<file path="config.mk">
export PLATFORM = sky130hd
export DESIGN_NAME = id_ex_elastic_stage
export DESIGN_NICKNAME = d
export VERILOG_FILES = /design/src/rtl/pipe_pkg.sv /design/src/rtl/pipe_slot.sv /design/src/rtl/id_ex_elastic_stage.sv
export SDC_FILE = /design/constraint.sdc
export NUM_CORES = 1
export LEC_CHECK = 0
export CAP_MARGIN = 20
export CORE_ASPECT_RATIO = 1.75
export CORE_UTILIZATION = 39
export CTS_BUF_LIST = sky130_fd_sc_hd__clkbuf_8
export DETAILED_ROUTE_END_ITERATION = 12
export PLACE_DENSITY = 0.66
export REMOVE_ABC_BUFFERS = 1
export SYNTH_ARGS = -nofsm -noshare
export SYNTH_HDL_FRONTEND = slang
export SYNTH_HIERARCHICAL = 1
export SYNTH_SLANG_ARGS = --single-unit
</file>
<file path="constraint.sdc">
create_clock -name CLK -period 2.35 [get_ports CLK]
set_input_delay 0.705 -clock CLK [delete_from_list [all_inputs] [get_ports CLK]]
set_output_delay 0.705 -clock CLK [all_outputs]
set_load 0.01 [all_outputs]
</file>
<file path="src/rtl/pipe_pkg.sv">
// Shared ID/EX definitions: control-bit positions, default widths and payload field offsets.
package pipe_pkg;

  localparam int unsigned ID_EX_CTRL_W = 14;
  localparam int unsigned ID_EX_DATA_W = 170;

  // Control bundle bit positions; an all-zero bundle is a bubble.
  localparam int unsigned CTRL_WE         = 0;
  localparam int unsigned CTRL_MEM_ACCESS = 1;
  localparam int unsigned CTRL_MEM_WR     = 2;
  localparam int unsigned CTRL_MEM_RD     = 3;
  localparam int unsigned CTRL_JAL        = 4;
  localparam int unsigned CTRL_IMM_SEL    = 5;
  localparam int unsigned CTRL_OFF_GEN    = 6;
  localparam int unsigned CTRL_BRANCH     = 7;
  localparam int unsigned CTRL_JUMP       = 8;
  localparam int unsigned CTRL_ALU_OP_LO  = 9;
  localparam int unsigned CTRL_ALU_OP_HI  = 13;

  // Payload field LSB offsets; bits 169:168 are spare.
  localparam int unsigned DATA_PC_LO      = 0;
  localparam int unsigned DATA_PC_NEXT_LO = 32;
  localparam int unsigned DATA_D1_LO      = 64;
  localparam int unsigned DATA_D2_LO      = 96;
  localparam int unsigned DATA_IMM_LO     = 128;
  localparam int unsigned DATA_RD_LO      = 160;
  localparam int unsigned DATA_F3_LO      = 165;

endpackage

</file>
<file path="src/rtl/pipe_slot.sv">
// One pipeline holding slot: valid bit, control bundle and payload; clear zeroes ctrl, keeps data.
module pipe_slot
  import pipe_pkg::*;
#(
  parameter int unsigned CTRL_W = ID_EX_CTRL_W,
  parameter int unsigned DATA_W = ID_EX_DATA_W
) (
  input  logic              CLK,
  input  logic              Reset,
  input  logic              load_i,
  input  logic              clear_i,
  input  logic [CTRL_W-1:0] ctrl_i,
  input  logic [DATA_W-1:0] data_i,
  output logic              valid_o,
  output logic [CTRL_W-1:0] ctrl_o,
  output logic [DATA_W-1:0] data_o
);

  logic              valid_d, valid_q;
  logic [CTRL_W-1:0] ctrl_d, ctrl_q;
  logic [DATA_W-1:0] data_d, data_q;

  always_comb begin
    valid_d = valid_q;
    ctrl_d  = ctrl_q;
    data_d  = data_q;
    if (clear_i) begin
      valid_d = 1'b0;
      ctrl_d  = '0;
    end else if (load_i) begin
      valid_d = 1'b1;
      ctrl_d  = ctrl_i;
      data_d  = data_i;
    end
  end

  always_ff @(posedge CLK) begin
    if (Reset) begin
      valid_q <= 1'b0;
      ctrl_q  <= '0;
      data_q  <= '0;
    end else begin
      valid_q <= valid_d;
      ctrl_q  <= ctrl_d;
      data_q  <= data_d;
    end
  end

  assign valid_o = valid_q;
  assign ctrl_o  = ctrl_q;
  assign data_o  = data_q;

endmodule

</file>
<file path="src/rtl/id_ex_elastic_stage.sv">
// Elastic ID->EX boundary: main slot drives execute, skid slot absorbs one entry during a stall.
module id_ex_elastic_stage
  import pipe_pkg::*;
#(
  parameter int unsigned CTRL_W = ID_EX_CTRL_W,
  parameter int unsigned DATA_W = ID_EX_DATA_W,
  parameter int unsigned CNT_W  = 16
) (
  input  logic              CLK,
  input  logic              Reset,
  input  logic              in_valid,
  output logic              in_ready,
  input  logic [CTRL_W-1:0] in_ctrl,
  input  logic [DATA_W-1:0] in_data,
  input  logic              flush,
  output logic              out_valid,
  input  logic              out_ready,
  output logic [CTRL_W-1:0] out_ctrl,
  output logic [DATA_W-1:0] out_data,
  output logic [1:0]        occupancy,
  output logic [CNT_W-1:0]  stall_count
);

  logic              m_valid, s_valid;
  logic [CTRL_W-1:0] m_ctrl, s_ctrl, m_ctrl_in;
  logic [DATA_W-1:0] m_data, s_data, m_data_in;
  logic              m_load, m_clear, s_load, s_clear;
  logic              accept, consume, m_free;
  logic              m_valid_d, s_valid_d;
  logic [1:0]        occ_d, occ_q;
  logic [CNT_W-1:0]  cnt_d, cnt_q;

  // Ready comes only from registered skid state, so out_ready never reaches decode combinationally.
  assign in_ready = ~s_valid;
  assign accept   = in_valid & in_ready;
  assign consume  = m_valid & out_ready;
  assign m_free   = ~m_valid | consume;

  // The skid entry is older than the input, so it always wins the refill of M.
  assign m_ctrl_in = s_valid ? s_ctrl : in_ctrl;
  assign m_data_in = s_valid ? s_data : in_data;

  always_comb begin
    m_load    = 1'b0;
    m_clear   = 1'b0;
    s_load    = 1'b0;
    s_clear   = 1'b0;
    m_valid_d = m_valid;
    s_valid_d = s_valid;
    if (flush) begin
      m_clear   = 1'b1;
      s_clear   = 1'b1;
      m_valid_d = 1'b0;
      s_valid_d = 1'b0;
    end else if (m_free) begin
      if (s_valid) begin
        m_load    = 1'b1;
        m_valid_d = 1'b1;
        s_load    = accept;
        s_clear   = ~accept;
        s_valid_d = accept;
      end else if (accept) begin
        m_load    = 1'b1;
        m_valid_d = 1'b1;
      end else begin
        m_clear   = 1'b1;
        m_valid_d = 1'b0;
      end
    end else if (accept) begin
      s_load    = 1'b1;
      s_valid_d = 1'b1;
    end
  end

  pipe_slot #(
    .CTRL_W (CTRL_W),
    .DATA_W (DATA_W)
  ) u_main (
    .CLK     (CLK),
    .Reset   (Reset),
    .load_i  (m_load),
    .clear_i (m_clear),
    .ctrl_i  (m_ctrl_in),
    .data_i  (m_data_in),
    .valid_o (m_valid),
    .ctrl_o  (m_ctrl),
    .data_o  (m_data)
  );

  pipe_slot #(
    .CTRL_W (CTRL_W),
    .DATA_W (DATA_W)
  ) u_skid (
    .CLK     (CLK),
    .Reset   (Reset),
    .load_i  (s_load),
    .clear_i (s_clear),
    .ctrl_i  (in_ctrl),
    .data_i  (in_data),
    .valid_o (s_valid),
    .ctrl_o  (s_ctrl),
    .data_o  (s_data)
  );

  assign occ_d = {1'b0, m_valid_d} + {1'b0, s_valid_d};

  always_comb begin
    cnt_d = cnt_q;
    if (m_valid && !out_ready && (cnt_q != {CNT_W{1'b1}})) begin
      cnt_d = cnt_q + CNT_W'(1);
    end
  end

  always_ff @(posedge CLK) begin
    if (Reset) begin
      occ_q <= 2'd0;
      cnt_q <= '0;
    end else begin
      occ_q <= occ_d;
      cnt_q <= cnt_d;
    end
  end

  assign out_valid   = m_valid;
  assign out_ctrl    = m_valid ? m_ctrl : '0;
  assign out_data    = m_data;
  assign occupancy   = occ_q;
  assign stall_count = cnt_q;

endmodule
</file>
### Word-level counts from Yosys, hierarchy flattened

Index checks and enable logic that the tools add are counted.

| storage, ports and cells | value |
|---|---|
| output and inout bits | 204 |
| flip-flop bits (word level) | 388 |
| bits of input ports | 189 |

| operators by class | value |
|---|---|
| equality and inequality tests | 1 |
| mux-type cells | 22 |
| add/sub/neg operators | 2 |
| reduce and logical (&&, ||, !) cells | 7 |
| bitwise operators | 8 |

Operator list:

| operator | count |
|---|---|
| 2-to-1 mux 170 bit | 1 |
| 2-to-1 mux 14 bit | 2 |
| 2-to-1 mux 1 bit | 19 |
| adder 16 x 1 -> 16 bit, second input constant | 1 |
| inequality test 16 bit, second input constant | 1 |
| inverter 1 bit | 5 |
| AND reduction 2 bit | 2 |
| OR reduction 2 bit | 2 |
| adder 1 x 1 -> 2 bit | 1 |
| AND 1 bit | 2 |
| logical AND 1 bit | 2 |
| zero test 1 bit | 1 |
| bitwise OR 1 bit | 1 |

### Logic depth before layout (Yosys ltp)

Gate-level depths: netlist of run 1.

| depth | value |
|---|---|
| depth after elaboration | 8 |
| gate-level depth with buffers | 10 |

### By module

Netlist of run 1, hierarchy kept.

By module, submodules not included:

| module | cells each | area each (µm²) | sequential area each (µm²) | times used |
|---|---|---|---|---|
| pipe_slot | 825 | 8,189.1 | 3,703.6 | 2 |
| id_ex_elastic_stage | 332 | 3,203.1 | 360.3 | 1 |

### Least setup slack after synthesis of run 1

OpenSTA, ideal clock, no wires.

| timing path | value |
|---|---|
| path type | input to register |
| start | input port out_ready |
| end | register u_skid.ctrl_q[1], in the netlist u_skid/ctrl_o[1] |
| path slack | -0.162 ns |
| library setup time | 0.114 ns |
| required time | 2.236 ns |
| data arrival time | 2.397 ns |
| cell stages on the path | 8 |
| cells stage by stage | nand2b_1 clkbuf_1 nor4b_1 buf_4 buf_6 buf_4 mux2i_1 nor2_1 |

RTL lines:

| element | RTL line | source |
|---|---|---|
| start, declared | id_ex_elastic_stage.sv:17 | `input logic out_ready,` |
| AND 1 bit | id_ex_elastic_stage.sv:36 | `assign consume = m_valid & out_ready;` |
| bitwise OR 1 bit | id_ex_elastic_stage.sv:37 | `assign m_free = ~m_valid \| consume;` |
| 2-to-1 mux 1 bit | id_ex_elastic_stage.sv:55 | `end else if (m_free) begin` |
| 2-to-1 mux 1 bit | id_ex_elastic_stage.sv:50 | `if (flush) begin` |
| via s_load | id_ex_elastic_stage.sv:27 | `logic m_load, m_clear, s_load, s_clear;` |
| end signal, assigned | pipe_slot.sv:44 | `ctrl_q <= ctrl_d;` |
| end, declared | pipe_slot.sv:20 | `logic [CTRL_W-1:0] ctrl_d, ctrl_q;` |

The timed path passes the listed nets, and every way through them passes these cells.
A chain may end at the register's enable or synchronous reset.

### Worst setup path after layout of run 1

| timing path | value |
|---|---|
| start | register u_main.data_q[97], in the netlist u_main/data_o[97] |
| end | output port out_data[97] |

RTL lines:

| element | RTL line | source |
|---|---|---|
| start, declared | pipe_slot.sv:21 | `logic [DATA_W-1:0] data_d, data_q;` |
| start signal, assigned | pipe_slot.sv:45 | `data_q <= data_d;` |
| end, declared | id_ex_elastic_stage.sv:19 | `output logic [DATA_W-1:0] out_data,` |

No word-level cell between the ends.

==> results.sh, run 1 <==
export IMPL_max_stage_delay_ps=580
export IMPL_via_per_inst=5.35
export IMPL_synth_seq_cells=388
export IMPL_cp_startpoint="u_main/data_o[97]$_SDFFE_PP0P_"
export IMPL_clk_latency_ps=620
export IMPL_crit_fanout=2
export IMPL_finalCritPeriodShare_pct=98.0
export IMPL_async_flop_share_pct=0
export IMPL_die_h_microns=298
export IMPL_grt_use_met1_pct=24.5
export IMPL_grt_max_degree=151
export IMPL_outcome="completed"
export IMPL_start_kind="register"
export IMPL_drt_initial_drc_count=965
export IMPL_cp_end_kind="output port"
export IMPL_dp_hpwl_mm=40.8
export IMPL_setup_violations=0
export IMPL_yosysMostFrequentCell="dfxtp_1"
export IMPL_grt_most_used_layer="met2"
export IMPL_cts_sinks=388
export IMPL_cts_hold_buf=0
export IMPL_p_leak_nw=8.94
export IMPL_h_tree_depth=2
export IMPL_num_vias=16300
export IMPL_first_pass_iters=5
export IMPL_root_buffer="clkbuf_8"
export IMPL_crit_family="buffers and inverters"
export IMPL_max_cap_violations=0
export IMPL_area_growth_pct=32.6
export IMPL_grt_usage_pct=22.6
export IMPL_route_detailed_drc=0
export IMPL_grt_use_met3_pct=3.31
export IMPL_hp_class="in -> reg"
export IMPL_cts_tree="built"
export IMPL_grt_pass1_wl_mm=91.6
export IMPL_fillers=4504
export IMPL_syn_inst=1982
export IMPL_die_x_microns=171
export IMPL_clk_transition_reported_paths_ps=60
export IMPL_antenna_found_initial=15
export IMPL_synth_area_leaders="dfxtp_1 40%, nand4bb_1 20%, nand2b_1 11%"
export IMPL_finClkSkew_ps=18.1
export IMPL_initial_utilization_pct=39.5
export IMPL_portBuffers=392
export IMPL_routedWlPerCell_microns=19.6
export IMPL_synth_seq_area_share_pct=39.7
export IMPL_ant_nets=0
export IMPL_cp_arrival_ps=1600
export IMPL_holdWs_ps=450
export IMPL_fin_util_pct=52.3
export IMPL_max_freq_ghz=0.434
export IMPL_r2r_start="u_main/valid_o$_SDFFE_PP0P_"
export IMPL_netlist_area_leader_share_pct=39.7
export IMPL_critPathBufInv=1
export IMPL_tightest_slew_ps=731
export IMPL_ir_drop_v=0.000448
export IMPL_synth_edf_count=0
export IMPL_place_gp_congestion=0.838
export IMPL_synth_cell_types=40
export IMPL_synthFlopType="dfxtp_1"
export IMPL_maxSlewHeadroom_pct=50.9
export IMPL_top_level_ports=393
export IMPL_dp_worst_setup_slack_ps=-263
export IMPL_criticalPathCategory="reg -> out"
export IMPL_yosys_top_cells_count="388 x dfxtp_1, 341 x nand2b_1, 340 x nand4bb_1, 340 x o21ai_1, 185 x mux2_2"
export IMPL_netlist_area_sq_um=19600
export IMPL_yosys_warnings=6
export IMPL_grt_use_met2_pct=40.9
export IMPL_tns_ps=0
export IMPL_rows=108
export IMPL_finalWorstSetupSlack_ps=46.1
export IMPL_power_mw=13.9
export IMPL_synth_largest_area_cell="dfxtp_1"
export IMPL_path_cells="clkdlybuf4s50_1"
export IMPL_p_per_area_nw_per_um2=534
export IMPL_overflow=0
export IMPL_nets=2520
export IMPL_cts_buffer_depth=3
export IMPL_maxSlewViolCount=0
export IMPL_final_hold_violation_count=0
export IMPL_routed_wl_mm=59.7
export IMPL_cp_required_ps=1640
export IMPL_crit_slowest_cell="clkdlybuf4s50_1"
export IMPL_synth_avg_cell_area_sq_um=9.88
export IMPL_min_delay_start="Reset"
export IMPL_core_area_sq_um=49600
export IMPL_cts_buffers=59
export IMPL_die_area_sq_um=51100
export IMPL_period_needed_ps=2300
export IMPL_grt_pass1_vias=16400
export IMPL_drive_gt1_share_pct=17.6
export IMPL_rsz0062_at_grt="no"
==> sequential cells by signal, summed over array words and instances (netlist names) <==
register	flops
u_main/valid_o	1
u_skid/data_o	170
u_skid/valid_o	1
u_main/ctrl_o	14
u_skid/ctrl_o	14
u_main/data_o	170
occupancy	2
stall_count	16
==> through the flow <==
stage          cells  instance area (sq um)
2_1_floorplan   1760                  18600
3_3_place_gp    2928                  24700
3_5_place_dp    2928                  24700
4_1_cts         3031                  25900
5_1_grt         3046                  26000
6_report        3046                  26000
==> timing repair <==
item | CTS | global route
setup endpoints to repair | 38 | 11
buffers inserted | 0 | 0
gates resized for setup | 40 | 11
pin swaps | 0 | 0
==> kinds of logic (layout without fill, tap and decap cells) <==
kind of cell / Yosys count / count (layout) / synth area share [%]
adders and majority gates: 2 / 2 / 0.128
DFF: 388 / 388 / 39.7
other: 0 / 15 / 0
muxes: 214 / 214 / 12.1
AOI/OAI and AO/OA: 372 / 372 / 9.71
buffers and inverters: 225 / 614 / 5.17
and+or+nand+nor: 781 / 781 / 33.2
==> worst paths after layout <==
kind                                                        end  slack [ps]  depth (start not counted)
worst max-delay path                               out_data[97]          50                          1
worst min-delay path                stall_count[3]$_SDFFE_PP0P_         450                          2
worst min register to register   u_main/data_o[24]$_SDFFE_PP0P_         460                          2
worst max register to register  u_main/data_o[137]$_SDFFE_PP0P_         410                          8
==> cells in the final DEF, fill, tap and decap left out, types with 2 or more instances in the layout <==
master	count
nor2_1	39
nor2b_4	2
inv_1	23
mux2i_1	28
nor2b_1	6
clkdlybuf4s50_1	363
a21oi_1	14
or4_1	5
nand4_1	3
a311oi_1	2
and2_1	14
nand2_1	5
dfxtp_2	21
or2_1	2
nand3_1	5
dlygate4sd2_1	21
o31ai_1	5
dfxtp_4	2
clkinv_2	6
dlymetal6s2s_1	7
buf_12	39
nand2b_1	341
or3_1	6
and4_1	3
a21o_4	2
ha_1	2
o21ai_1	340
nor3_1	3
dfxtp_1	365
mux2_2	185
o21ai_0	5
nand4bb_1	340
diode_2	15
buf_4	77
clkbuf_8	76
==> per-layer routing <==
layer	routed length [microns]	vias up
li1	-	7872
met1	23200	7866
met2	31300	423
met3	2390	122
met4	2760	0
met5	0	-
==> report_power, final <==
part	internal [mW]	total (mW)	switching, mW
registers	6.65	6.70	0.0517
clock network	2.87	5.59	2.71
logic	0.948	1.58	0.629
==> cell type report <==
type	count	area, sq um	area share [%]
multi-input combinational	1369	10800	41.8
sequential	388	7800	30.1
timing repair buffer	508	5280	20.3
clock buffer	76	1050	4.03
tap	660	826	3.18
clock inverter	27	113	0.434
antenna	15	37.5	0.145
inverter	3	11.3	0.0434
No activity file was read; power rests on OpenSTA's default activity.
==> run 2: changes to the inputs <==
Settings changed: RECOVER_POWER set to 50.
==> results.sh, run 2 (same netlist as run 1, synthesis figures left out) <==
export IMPL_cts_hold_buf=0
export IMPL_nets=2520
export IMPL_drive_gt1_share_pct=17.0
export IMPL_dp_hpwl_mm=40.8
export IMPL_placed_cells=2928
export IMPL_grt_pass1_wl_mm=91.6
export IMPL_area_growth_pct=31.7
export IMPL_finClkSkew_ps=19.8
export IMPL_tns_ps=0
export IMPL_criticalPathCategory="reg -> out"
export IMPL_drt_initial_drc_count=910
export IMPL_p_leak_nw=8.70
export IMPL_period_needed_ps=2300
export IMPL_cp_arrival_ps=1600
export IMPL_final_cell_mix="366 x dfxtp_1, 362 x clkdlybuf4s50_1, 341 x nand2b_1"
export IMPL_p_per_area_nw_per_um2=536
export IMPL_max_stage_delay_ps=580
export IMPL_h_tree_depth=2
export IMPL_clk_latency_ps=620
export IMPL_die_x_microns=171
export IMPL_max_freq_ghz=0.434
export IMPL_finalCritPeriodShare_pct=98.0
export IMPL_rows=108
export IMPL_crit_family="buffers and inverters"
export IMPL_ant_nets=0
export IMPL_postCtsSetupRepairBufs=0
export IMPL_maxSlewHeadroom_pct=50.1
export IMPL_rsz0062_at_grt="no"
export IMPL_portBuffers=392
export IMPL_outcome="completed"
export IMPL_place_gp_congestion=0.838
export IMPL_grt_pass1_vias=16400
export IMPL_num_vias=16300
export IMPL_route_detailed_drc=0
export IMPL_cts_sinks=388
export IMPL_root_buffer="clkbuf_8"
export IMPL_final_common_cell="dfxtp_1"
export IMPL_routedWlPerCell_microns=19.6
export IMPL_routed_wl_mm=59.7
export IMPL_ir_drop_v=0.000446
export IMPL_cts_buffer_depth=3
export IMPL_final_hold_violation_count=0
export IMPL_fillers=4534
export IMPL_grt_max_degree=151
export IMPL_max_cap_violations=0
export IMPL_path_cells="clkdlybuf4s50_1"
export IMPL_cp_required_ps=1640
export IMPL_cp_end_kind="output port"
export IMPL_hp_class="in -> reg"
export IMPL_dp_worst_setup_slack_ps=-263
export IMPL_finalWorstSetupSlack_ps=47.7
export IMPL_first_pass_iters=5
export IMPL_critPathBufInv=1
export IMPL_tightest_slew_ps=742
export IMPL_maxSlewViolCount=0
export IMPL_setup_violations=0
export IMPL_antenna_found_initial=15
export IMPL_core_area_sq_um=49600
export IMPL_clk_transition_reported_paths_ps=60
export IMPL_cts_tree="built"
export IMPL_cts_buffers=59
export IMPL_crit_slowest_cell="clkdlybuf4s50_1"
export IMPL_top_level_ports=393
export IMPL_die_area_sq_um=51100
export IMPL_rrSetupSlack_ps=120
export IMPL_via_per_inst=5.35
export IMPL_grt_usage_pct=22.6
export IMPL_fin_cells=3046
export IMPL_crit_fanout=2
export IMPL_start_kind="register"
export IMPL_die_h_microns=298
export IMPL_overflow=0
export IMPL_initial_utilization_pct=39.5
-- run 2: changes by cell type in the layout (fill, tap and decap cells not counted), sizes merged --
cell           previous run  this run
clkdlybuf4s50           363       362
buf                     117        93
dlygate4sd3               0         1
dlymetal6s2s              7         2
clkbuf                   76       101
clkdlybuf4s25             0         4
-- run 2: power breakdown --
part | total, mW | switching [mW] | leakage [nW] | internal [mW]
registers | 6.70 | 0.0519 | 3.14 | 6.65
clock network | 5.58 | 2.71 | 0.677 | 2.87
logic | 1.55 | 0.621 | 4.88 | 0.930
total | 13.8 | 3.39 | 8.70 | 10.4
-- run 2: per-layer routing --
layer  track usage (%)  share of wire (%)
met3              3.31                4.0
met1              24.5                 39
met4              13.2                4.6
met2              40.9                 53
met5                 0                  0
-- run 2: repair_timing --
item / CTS / global route
endpoints found under the setup margin: 38 / 11
gates cloned: 0 / 0
resized for setup: 40 / 11
-- run 2: worst paths after layout --
check                                       from                         endpoint  cells past startpoint
setup / recovery  u_main/data_o[97]$_SDFFE_PP0P_                     out_data[97]                      1
hold / removal                             Reset      stall_count[3]$_SDFFE_PP0P_                      2
setup reg to reg     u_main/valid_o$_SDFFE_PP0P_  u_main/data_o[128]$_SDFFE_PP0P_                      8
hold reg to reg   u_skid/data_o[46]$_SDFFE_PP0P_   u_skid/data_o[46]$_SDFFE_PP0P_                      2
-- run 2: metrics by stage --
step / power, mW / util, % / instance area (sq um) / hold slack (ps)
after CTS: 14.1 / 52.2 / 25900 / 407
after detailed placement: 8.42 / 49.9 / 24700 / 451
after global placement: 8.40 / 49.9 / 24700 / 448
after global routing: 14.4 / 52.0 / 25800 / 449
final: 13.8 / 52.0 / 25800 / 449
after floorplan: 7.49 / - / 18600 / 438
-- run 2: cell type report --
| cell class | instances | area [sq um] | area share, % |
|---|---|---|---|
| Multi-Input combinational cell | 1369 | 10800 | 41.9 |
| Sequential cell | 388 | 7800 | 30.2 |
| Timing Repair Buffer | 508 | 5140 | 19.9 |
| Clock buffer | 76 | 1050 | 4.06 |
| Tap cell | 660 | 826 | 3.20 |
| Clock inverter | 27 | 113 | 0.437 |
| Antenna cell | 15 | 37.5 | 0.146 |
| Inverter | 3 | 11.3 | 0.0437 |
